$ cat config.mk
export PLATFORM = sky130hd
export DESIGN_NAME = quick_rs232_rx_ovs
export DESIGN_NICKNAME = d
export VERILOG_FILES = /design/src/rtl/quick_rs232_pkg.sv /design/src/rtl/quick_rs232_fifo.sv /design/src/rtl/quick_rs232_rx_ovs.sv
export SDC_FILE = /design/constraint.sdc
export NUM_CORES = 1
export LEC_CHECK = 0
export BUFFER_PORTS_ARGS = -buffer_cell sky130_fd_sc_hd__buf_4
export CAP_MARGIN = 20
export CORE_ASPECT_RATIO = 1.75
export CORE_MARGIN = 8
export CORE_UTILIZATION = 67
export DETAILED_ROUTE_END_ITERATION = 10
export PLACE_DENSITY_LB_ADDON = 0.05
export SLEW_MARGIN = 10
export SYNTH_ARGS = -nofsm -noshare
export SYNTH_HDL_FRONTEND = slang
export SYNTH_SLANG_ARGS = --single-unit
$ cat constraint.sdc
create_clock -name clk -period 4 [get_ports clk]
set_input_delay 0.4 -clock clk [delete_from_list [all_inputs] [get_ports clk]]
set_output_delay 0.4 -clock clk [all_outputs]
set_load 0.01 [all_outputs]
$ cat src/rtl/quick_rs232_pkg.sv
// Shared types and constants for the QuickRS232 oversampling receiver.
package quick_rs232_pkg;

  typedef enum logic [1:0] {
    PARITY_NONE = 2'b00,
    PARITY_EVEN = 2'b01,
    PARITY_ODD  = 2'b10
  } parity_e;

  typedef enum logic [2:0] {
    IDLE,
    START,
    DATA,
    PARITY,
    STOP1,
    STOP2
  } rx_state_e;

  localparam int unsigned RX_ENTRY_W = 10;

  function automatic logic maj3(input logic [2:0] s);
    return (s[0] & s[1]) | (s[0] & s[2]) | (s[1] & s[2]);
  endfunction

endpackage

$ cat src/rtl/quick_rs232_fifo.sv
// First-word-fall-through FIFO; head is presented combinationally, zero when empty.
module quick_rs232_fifo #(
  parameter int unsigned WIDTH = 10,
  parameter int unsigned DEPTH = 16
) (
  input  logic                     clk,
  input  logic                     rst,
  input  logic                     i_push,
  input  logic                     i_pop,
  input  logic [WIDTH-1:0]         i_wdata,
  output logic [WIDTH-1:0]         o_rdata,
  output logic                     o_empty,
  output logic                     o_full,
  output logic [$clog2(DEPTH):0]   o_fill
);

  localparam int unsigned PTR_W  = $clog2(DEPTH);
  localparam int unsigned FILL_W = PTR_W + 1;

  logic [WIDTH-1:0]  r_mem [DEPTH];
  logic [PTR_W-1:0]  r_wptr;
  logic [PTR_W-1:0]  r_rptr;
  logic [FILL_W-1:0] r_fill;
  logic              w_pop;
  logic              w_push;

  assign o_empty = (r_fill == '0);
  assign o_full  = (r_fill == FILL_W'(DEPTH));
  assign o_fill  = r_fill;
  assign o_rdata = o_empty ? '0 : r_mem[r_rptr];

  // A pop frees a slot in the same cycle, so a full FIFO can still accept a push.
  assign w_pop  = i_pop & ~o_empty;
  assign w_push = i_push & (~o_full | w_pop);

  always_ff @(posedge clk) begin
    if (w_push) r_mem[r_wptr] <= i_wdata;
  end

  always_ff @(posedge clk or posedge rst) begin
    if (rst) begin
      r_wptr <= '0;
      r_rptr <= '0;
      r_fill <= '0;
    end else begin
      if (w_push) r_wptr <= r_wptr + PTR_W'(1);
      if (w_pop)  r_rptr <= r_rptr + PTR_W'(1);
      case ({w_push, w_pop})
        2'b10:   r_fill <= r_fill + FILL_W'(1);
        2'b01:   r_fill <= r_fill - FILL_W'(1);
        default: r_fill <= r_fill;
      endcase
    end
  end

endmodule

$ cat src/rtl/quick_rs232_rx_ovs.sv
// RS-232 receiver with runtime character format, 3-sample majority voting,
// error-tagged receive FIFO and FIFO-level-driven CTS.
module quick_rs232_rx_ovs
  import quick_rs232_pkg::*;
#(
  parameter int unsigned CLK_TICKS_PER_RS232_BIT = 434,
  parameter int unsigned FIFO_DEPTH              = 16,
  parameter int unsigned CTS_HEADROOM            = 4,
  parameter int unsigned FLOW_CONTROL            = 1
) (
  input  logic                          clk,
  input  logic                          rst,
  input  logic                          rx,
  input  logic [1:0]                    cfg_byte_len,
  input  logic [1:0]                    cfg_parity,
  input  logic                          cfg_stop_bits,
  output logic                          cts,
  input  logic                          rx_read,
  output logic                          rx_valid,
  output logic [7:0]                    rx_data,
  output logic                          rx_frame_err,
  output logic                          rx_parity_err,
  output logic                          rx_overrun,
  input  logic                          rx_overrun_clear,
  output logic [$clog2(FIFO_DEPTH):0]   rx_fill
);

  localparam int unsigned CNT_W  = $clog2(CLK_TICKS_PER_RS232_BIT);
  localparam int unsigned H      = CLK_TICKS_PER_RS232_BIT / 2;
  localparam int unsigned FILL_W = $clog2(FIFO_DEPTH) + 1;

  logic                  r_rx_s1, r_rx_s2, r_rx_prev;
  logic                  w_fall;
  rx_state_e             r_state, w_state_nxt;
  logic [CNT_W-1:0]      r_cnt;
  logic                  w_wrap, w_mid;
  logic [2:0]            r_smp;
  logic                  w_maj;
  logic [1:0]            r_len;
  logic [1:0]            r_par;
  logic                  r_two_stop;
  logic [7:0]            r_data;
  logic [2:0]            r_bit_idx;
  logic                  r_perr, r_ferr;
  logic [2:0]            w_last_idx;
  logic                  w_par_en, w_par_exp;
  logic                  w_push;
  logic [RX_ENTRY_W-1:0] w_wr_entry, w_head;
  logic                  w_empty, w_full, w_rd_fire, w_drop;
  logic                  r_cts, r_overrun;

  // Two-flop synchroniser plus previous value for falling-edge detection.
  always_ff @(posedge clk or posedge rst) begin
    if (rst) begin
      r_rx_s1   <= 1'b1;
      r_rx_s2   <= 1'b1;
      r_rx_prev <= 1'b1;
    end else begin
      r_rx_s1   <= rx;
      r_rx_s2   <= r_rx_s1;
      r_rx_prev <= r_rx_s2;
    end
  end

  assign w_fall     = r_rx_prev & ~r_rx_s2;
  assign w_wrap     = (r_cnt == CNT_W'(CLK_TICKS_PER_RS232_BIT - 1));
  assign w_mid      = (r_cnt == CNT_W'(H + 2));
  assign w_maj      = maj3(r_smp);
  assign w_last_idx = 3'd4 + {1'b0, r_len};
  assign w_par_en   = (r_par == PARITY_EVEN) || (r_par == PARITY_ODD);
  assign w_par_exp  = (^r_data) ^ (r_par == PARITY_ODD);
  assign w_wr_entry = {r_ferr | ~w_maj, r_perr, r_data};

  always_ff @(posedge clk or posedge rst) begin
    if (rst) r_state <= IDLE;
    else     r_state <= w_state_nxt;
  end

  always_comb begin
    w_state_nxt = r_state;
    w_push      = 1'b0;
    case (r_state)
      IDLE:   if (w_fall) w_state_nxt = START;
      START: begin
        if (w_mid && w_maj) w_state_nxt = IDLE;
        else if (w_wrap)    w_state_nxt = DATA;
      end
      DATA: begin
        if (w_wrap && (r_bit_idx == w_last_idx))
          w_state_nxt = w_par_en ? PARITY : STOP1;
      end
      PARITY: if (w_wrap) w_state_nxt = STOP1;
      STOP1: begin
        if (r_two_stop) begin
          if (w_wrap) w_state_nxt = STOP2;
        end else if (w_mid) begin
          w_push      = 1'b1;
          w_state_nxt = IDLE;
        end
      end
      STOP2: begin
        if (w_mid) begin
          w_push      = 1'b1;
          w_state_nxt = IDLE;
        end
      end
      default: w_state_nxt = IDLE;
    endcase
  end

  // Bit-time counter; held at zero while idle so START begins at zero.
  always_ff @(posedge clk or posedge rst) begin
    if (rst)                                          r_cnt <= '0;
    else if (r_state == IDLE || w_state_nxt == IDLE)  r_cnt <= '0;
    else if (w_wrap)                                  r_cnt <= '0;
    else                                              r_cnt <= r_cnt + CNT_W'(1);
  end

  always_ff @(posedge clk or posedge rst) begin
    if (rst) begin
      r_smp <= 3'b111;
    end else begin
      if (r_cnt == CNT_W'(H - 1)) r_smp[0] <= r_rx_s2;
      if (r_cnt == CNT_W'(H))     r_smp[1] <= r_rx_s2;
      if (r_cnt == CNT_W'(H + 1)) r_smp[2] <= r_rx_s2;
    end
  end

  // Character assembly; format is frozen when the start edge is accepted.
  always_ff @(posedge clk or posedge rst) begin
    if (rst) begin
      r_len      <= '0;
      r_par      <= '0;
      r_two_stop <= 1'b0;
      r_data     <= '0;
      r_bit_idx  <= '0;
      r_perr     <= 1'b0;
      r_ferr     <= 1'b0;
    end else begin
      case (r_state)
        IDLE: begin
          if (w_fall) begin
            r_len      <= cfg_byte_len;
            r_par      <= cfg_parity;
            r_two_stop <= cfg_stop_bits;
            r_data     <= '0;
            r_bit_idx  <= '0;
            r_perr     <= 1'b0;
            r_ferr     <= 1'b0;
          end
        end
        DATA: begin
          if (w_mid)  r_data[r_bit_idx] <= w_maj;
          if (w_wrap) r_bit_idx <= r_bit_idx + 3'd1;
        end
        PARITY:       if (w_mid && (w_maj != w_par_exp)) r_perr <= 1'b1;
        STOP1, STOP2: if (w_mid && !w_maj) r_ferr <= 1'b1;
        default: ;
      endcase
    end
  end

  quick_rs232_fifo #(
    .WIDTH (RX_ENTRY_W),
    .DEPTH (FIFO_DEPTH)
  ) u_fifo (
    .clk     (clk),
    .rst     (rst),
    .i_push  (w_push),
    .i_pop   (rx_read),
    .i_wdata (w_wr_entry),
    .o_rdata (w_head),
    .o_empty (w_empty),
    .o_full  (w_full),
    .o_fill  (rx_fill)
  );

  assign w_rd_fire = rx_read & ~w_empty;
  assign w_drop    = w_push & w_full & ~w_rd_fire;

  always_ff @(posedge clk or posedge rst) begin
    if (rst) begin
      r_cts     <= 1'b0;
      r_overrun <= 1'b0;
    end else begin
      r_cts <= (FLOW_CONTROL == 0) ? 1'b1
             : (rx_fill < FILL_W'(FIFO_DEPTH - CTS_HEADROOM));
      if (w_drop)                r_overrun <= 1'b1;
      else if (rx_overrun_clear) r_overrun <= 1'b0;
    end
  end

  assign cts           = r_cts;
  assign rx_overrun    = r_overrun;
  assign rx_valid      = ~w_empty;
  assign rx_data       = w_head[7:0];
  assign rx_parity_err = w_head[8];
  assign rx_frame_err  = w_head[9];

endmodule

=== Word level (Yosys, flattened, before mapping) ===
Memories as Yosys holds them, arrays and structs flattened.
Index checks and enable logic that the tools add are counted.

* Register bits after elaboration: 51
* Output and inout bits: 18
* Word-level logic and storage cells: 129
* Memories kept: 1
* RAM bits: 160

* Order comparisons: 3
* Eq/ne operators: 22
* Reductions and logical operators: 23
* Bitwise operators: 18
* Muxes and demuxes: 35
* Add/sub/neg operators: 7

{| class="wikitable"
|+ Memory list
! memory !! words !! bits a word !! rd ports !! clocked after memory_dff !! write ports !! RTL line !! source
|-
| u_fifo.r_mem || 16 || 10 || 1 || 0 || 1 || quick_rs232_fifo.sv:20 || <nowiki>logic [WIDTH-1:0] r_mem [DEPTH];</nowiki>
|}

{| class="wikitable"
|+ Operators with widths
! kind !! number
|-
| 9-bit by 8-bit equality test with 1-bit output, second input constant || 4
|-
| 3-bit 2-to-1 mux || 11
|-
| 9-bit 2-to-1 mux || 2
|-
| 3-bit case mux with 6 select lines || 1
|-
| 8-bit 2-to-1 mux || 2
|-
| 8-bit case mux with 2 select lines || 1
|-
| 3-bit AND reduction || 4
|-
| 1-bit 2-to-1 mux || 10
|-
| 10-bit 2-to-1 mux || 1
|-
| 2-bit inequality test, second input constant || 5
|-
| 5-bit case mux with 2 select lines || 1
|-
| 2-bit nonzero test || 5
|-
| 9-bit by 1-bit adder with 9-bit output, second input constant || 1
|-
| 9-bit equality test, second input constant || 1
|-
| 4-bit by 1-bit adder with 4-bit output, second input constant || 2
|-
| 1-bit AND || 8
|-
| 8-bit bitwise mux || 1
|-
| 8-bit parity || 1
|-
| 3-bit by 2-bit equality test with 1-bit output, second input constant || 2
|-
| 3-bit equality test, second input constant || 2
|-
| 3-bit zero test || 2
|-
| 1-bit case mux with 2 select lines || 3
|-
| 3-bit case mux with 2 select lines || 1
|-
| 5-bit by 1-bit adder with 5-bit output, second input constant || 1
|-
| 22 further kinds || 36
|}

=== Logic depth before layout (Yosys ltp) ===
* Depth in word-level cells: 9
* Gate-level depth with buffers: 15
* Depth with buffers taken out: 12

=== Cells and area by module ===
Synthesis repeated with hierarchy kept, for this count alone.

* Cell total of the unflattened synthesis: 561
* Area, all modules: 9068.7 um^2

{| class="wikitable"
|+ By module, submodules not included
! module !! cells an instance !! times used !! area each (um^2)
|-
| quick_rs232_fifo || 355 || 1 || 7100.6
|-
| quick_rs232_rx_ovs || 206 || 1 || 1968.1
|}

=== Least setup slack after synthesis ===
No wires, ideal clock.

* Path type: reg2reg
* Start point: register u_fifo.r_fill[1] (netlist: u_fifo.o_fill[1])
* End point: register u_fifo.r_fill[4] (netlist: u_fifo.o_fill[4])
* Path buffers: 3
* Path slack: 1.193 ns
* Data required time: 3.871 ns
* Data arrival time: 2.678 ns
* Cell stages (with the launch flop): 16
* Cell sequence: dfrtp_1 clkbuf_1 nor4_1 nand3b_1 and3_1 buf_2 inv_1 ha_1 clkbuf_1 xor2_1 ha_1 nor2b_1 o21ai_0 a31oi_1 nor2_1 xor2_1

* Cells in the longest elaborated chain, start to end: 7

{| class="wikitable"
|+ RTL lines
! what !! RTL line !! source
|-
| from (decl) || quick_rs232_fifo.sv:23 || <nowiki>logic [FILL_W-1:0] r_fill;</nowiki>
|-
| from (signal assigned) || quick_rs232_fifo.sv:49 || <nowiki>2'b10: r_fill <= r_fill + FILL_W'(1);</nowiki>
|-
| from (signal assigned) || quick_rs232_fifo.sv:50 || <nowiki>2'b01: r_fill <= r_fill - FILL_W'(1);</nowiki>
|-
| from (signal assigned) || quick_rs232_fifo.sv:51 || <nowiki>default: r_fill <= r_fill;</nowiki>
|-
| 5-bit zero test || quick_rs232_fifo.sv:27 || <nowiki>assign o_empty = (r_fill == '0);</nowiki>
|-
| 1-bit NOT || quick_rs232_fifo.sv:33 || <nowiki>assign w_pop = i_pop & ~o_empty;</nowiki>
|-
| 1-bit AND || quick_rs232_fifo.sv:33 ||
|-
| 1-bit bitwise OR || quick_rs232_fifo.sv:34 || <nowiki>assign w_push = i_push & (~o_full | w_pop);</nowiki>
|-
| 1-bit AND || quick_rs232_fifo.sv:34 ||
|-
| 2-bit by 1-bit equality test with 1-bit output or 2-bit equality test (tied branches) || quick_rs232_fifo.sv:48 || <nowiki>case ({w_push, w_pop})</nowiki>
|-
| 5-bit case mux with 2 select lines or 2-bit nonzero test (tied branches) || -- ||
|}

Several ways; a longest one is shown, not always the timed one.
A chain may end at the register's enable or synchronous reset.

=== Worst setup path after layout ===
* Start point: register u_fifo.r_rptr[0]
* End point: output rx_data[6]

* Cells in the longest elaborated chain, start to end: 2

{| class="wikitable"
|+ RTL lines
! what !! RTL line !! source
|-
| from (decl) || quick_rs232_fifo.sv:22 || <nowiki>logic [PTR_W-1:0] r_rptr;</nowiki>
|-
| from (signal assigned) || quick_rs232_fifo.sv:47 || <nowiki>if (w_pop) r_rptr <= r_rptr + PTR_W'(1);</nowiki>
|-
| memory 16 x 10 bit || -- ||
|-
| 10-bit 2-to-1 mux || quick_rs232_fifo.sv:30 || <nowiki>assign o_rdata = o_empty ? '0 : r_mem[r_rptr];</nowiki>
|-
| to (decl) || quick_rs232_rx_ovs.sv:20 || <nowiki>output logic [7:0] rx_data,</nowiki>
|}

Every way passes these cells.

==> results.toml <==
[status]
status = "finished, final reports clean"

[die]
die_h_um = 170
design.core.area_um2 = 13400
io-pin-count = 28
fp.dieW_um = 104
die_area_um2 = 17800
fp-row-count = 56
start_util = 0.683

[cells_and_area]
syn_to_final_growth_pct = 10.8
nets = 588
utilization = 0.756
drive_gt1_frac = 0.268
diodes = 0
fillerInstances = 745

[worst_setup_path]
critPathArrivalTime_ps = 2780
required_ps = 3600
timing.rr.start = "r_cnt[2]"
cp-end-kind = "primary output"
critPathKind = "flip-flop to primary output"
cp-startpoint = "u_fifo.r_rptr[0]"
reg2reg_to = "u_fifo.o_fill[4]"
crit_path_start_kind = "flip-flop"
worstPathMaxFanout = 12
reg2regPathDepth = 12
r2r_slack_ps = 970

[place]
gp_congestion = 0.893
hpwl_mm = 12.2
port-buffer-count = 27

[synthesis]
synth-adder-area-share = 0.0205
avgSynthCellArea_um2 = 17.1
synth_top_family_by_area = "multiplexers"
synth_cell_types = 65
muxShareOfSynthArea = 0.137
ys_ff_latch = 211
synth_edf_count = 160
syn_inst = 534
synth-async-reset-ratio = 0.242
synth-simple-area-share = 0.0808
syn_area_um2 = 9140
seq_area_frac_synth = 0.666
synth_nets = 559
synth_ff_type = "edfxtp_1"
yosysWarnings = 0
synth_compound_area_frac = 0.0425
synth-xor-area-share = 0.0307

[global_routing]
grt.overflow.total = 0
grt_pass1_wl_mm = 29.5
antenna_found_initial = 0
track_usage = 0.221
grt_start_max_net_pins = 52
grt_pass1_vias = 5134

[pwr]
p_leak_uw = 0.00392
cellPowerDensity_nw_per_um2 = 525
peakVddDrop_mv = 0.550

[sta]
relSlewSlack = 0.383
worst_slew_pin_slew_ps = 925
slew_viol_final = 0
period_share = 0.796
rsz0062_at_grt = "no"
setup_viol = 0
skew_ps = 12.7
min_period_ps = 3180
fin_tns_setup_ps = 0
max_freq_ghz = 0.314
hold_viol = 0

[clock_tree]
clockBufferDepth = 3
cts_buffers = 18
root_buffer = "clkbuf_16"
cts_setup_buffers = 0
tritoncts = "built"
clk_pin_slew_worst_paths_ps = 70
cts_htree_levels = 1
cts_num_sinks = 211
clock_latency_ps = 480
cts_resized = 0

[detailed_routing]
routed_wl_mm = 19.0
dr.pass1.iters = 4
drtIter0Drc = 285
vias = 4718
drc = 0
viasPerCell = 6.31
wire_per_inst_um = 25.4
ant_nets = 0

[job]
cap_violations = 0

[worst_hold_path]
hold_start = "rx"
hold_depth = 1
min_path_type = "input pin to flip-flop"
holdPathEnd = "r_rx_s1"
[area by class of cell]
class                           instances  area (um^2)  area share
Multi-Input combinational cell        282         2840       0.281
Timing Repair Buffer                   38          313      0.0309
Tap cell                              174          218      0.0215
Sequential cell                       211         6090       0.602
Inverter                               12         45.0     0.00445
Clock buffer                           21          483      0.0477
Clock inverter                         10          126      0.0125
[critical path: stages (launching register included)]
cell     delay (ps)
dfrtp_2         620
buf_4           340
mux4_2          540
mux4_2          500
nor2b_1         160
buf_4           140
[report_power, final]
part	leakage [uW]	total (uW)	switching, uW	internal, uW
Sequential	0.00240	2640	207	2430
Combinational	0.00122	881	426	455
Clock	0.000293	1800	737	1060
Total	0.00392	5310	1370	3940
[worst max path at each step]
stage and to:
4_1_cts rx_data[6], 2_1_floorplan u_fifo.o_fill[4], 6_report rx_data[6], 3_5_place_dp u_fifo.o_fill[4], 3_3_place_gp u_fifo.o_fill[4], 5_1_grt rx_data[6]
[registers in the layout (all words and copies together), names as in the netlist, 2 cells and up]
register       flops
u_fifo.r_mem     160
r_cnt              9
r_data             8
u_fifo.o_fill      5
u_fifo.r_rptr      4
u_fifo.r_wptr      4
r_bit_idx          3
r_smp              3
r_state            3
r_len              2
r_par              2
[metal layers]
| metal | global-route usage | vias up | wire length [um] |
|---|---|---|---|
| li1 | - | 2110 | - |
| met1 | 0.237 | 2426 | 6610 |
| met2 | 0.413 | 139 | 10800 |
| met3 | 0.0352 | 43 | 912 |
| met4 | 0.103 | 0 | 672 |
| met5 | 0 | - | 0 |
[synthesized netlist by cell type (all sizes together), types with 2 or more instances]
master,number,share of area
nor2b,16,0.011
a41oi,3,0.0029
nor3,12,0.0071
nand2b,2,0.0014
dfrtp,45,0.12
dfstp,6,0.017
inv,12,0.0049
ha,15,0.021
nand3,10,0.0055
o21a,2,0.0016
mux2,11,0.014
or3,3,0.0026
and2b,2,0.0019
a31oi,3,0.0021
nor2,13,0.0053
nor3b,9,0.0097
buf,12,0.0088
o22ai,2,0.0014
xor2,13,0.012
xnor2,19,0.018
a21oi,6,0.0037
mux4,50,0.12
nand4,2,0.0014
clkbuf,17,0.0085
and2,14,0.0099
and3,8,0.0060
or2b,2,0.0019
nand2,22,0.0090
edfxtp,160,0.53
a22o,3,0.0029
a21o,4,0.0034
o21ai,16,0.0088
[timing repair]
| item | in CTS | in global routing |
|---|---|---|
| setup endpoints to repair | 0 | 0 |
| hold buffers | 0 | 1 |
| hold endpoints to repair | 0 | 11 |
[metrics by stage]
step / setup WS, ps / instances / area (um^2) / total power [uW] / hold slack (ps)
after CTS: 750 / 746 / 10100 / 5360 / 10.9
after global placement: 1140 / 715 / 9480 / 3540 / 353
after floorplan: 1190 / 534 / 9140 / 3320 / 345
final: 816 / 748 / 10100 / 5310 / 27.4
after global routing: 665 / 748 / 10100 / 5520 / 7.91
after detailed placement: 1040 / 715 / 9480 / 3570 / 351
[cells by family (layout without fill, tap and decap cells)]
family,Yosys count,in the layout
flops,211,211
simple gates,122,122
mux,61,61
compound gates,52,52
buf+inv,41,81
xor+xnor,32,32
fa+ha+maj,15,15
[layout by cell type (no fill, tap or decap), types with 10 or more instances in the layout]
master and instances:
edfxtp_1 160, mux4_2 50, dfrtp_1 44, buf_4 35, nand2_1 22, xnor2_1 19, clkbuf_16 19, o21ai_0 16
nor2b_1 16, ha_1 15, nor2_1 13, xor2_1 13, and2_1 12, mux2_2 11, inv_1 11, nor3_1 11
nand3_1 10
Power figures use the tool's default switching activity.
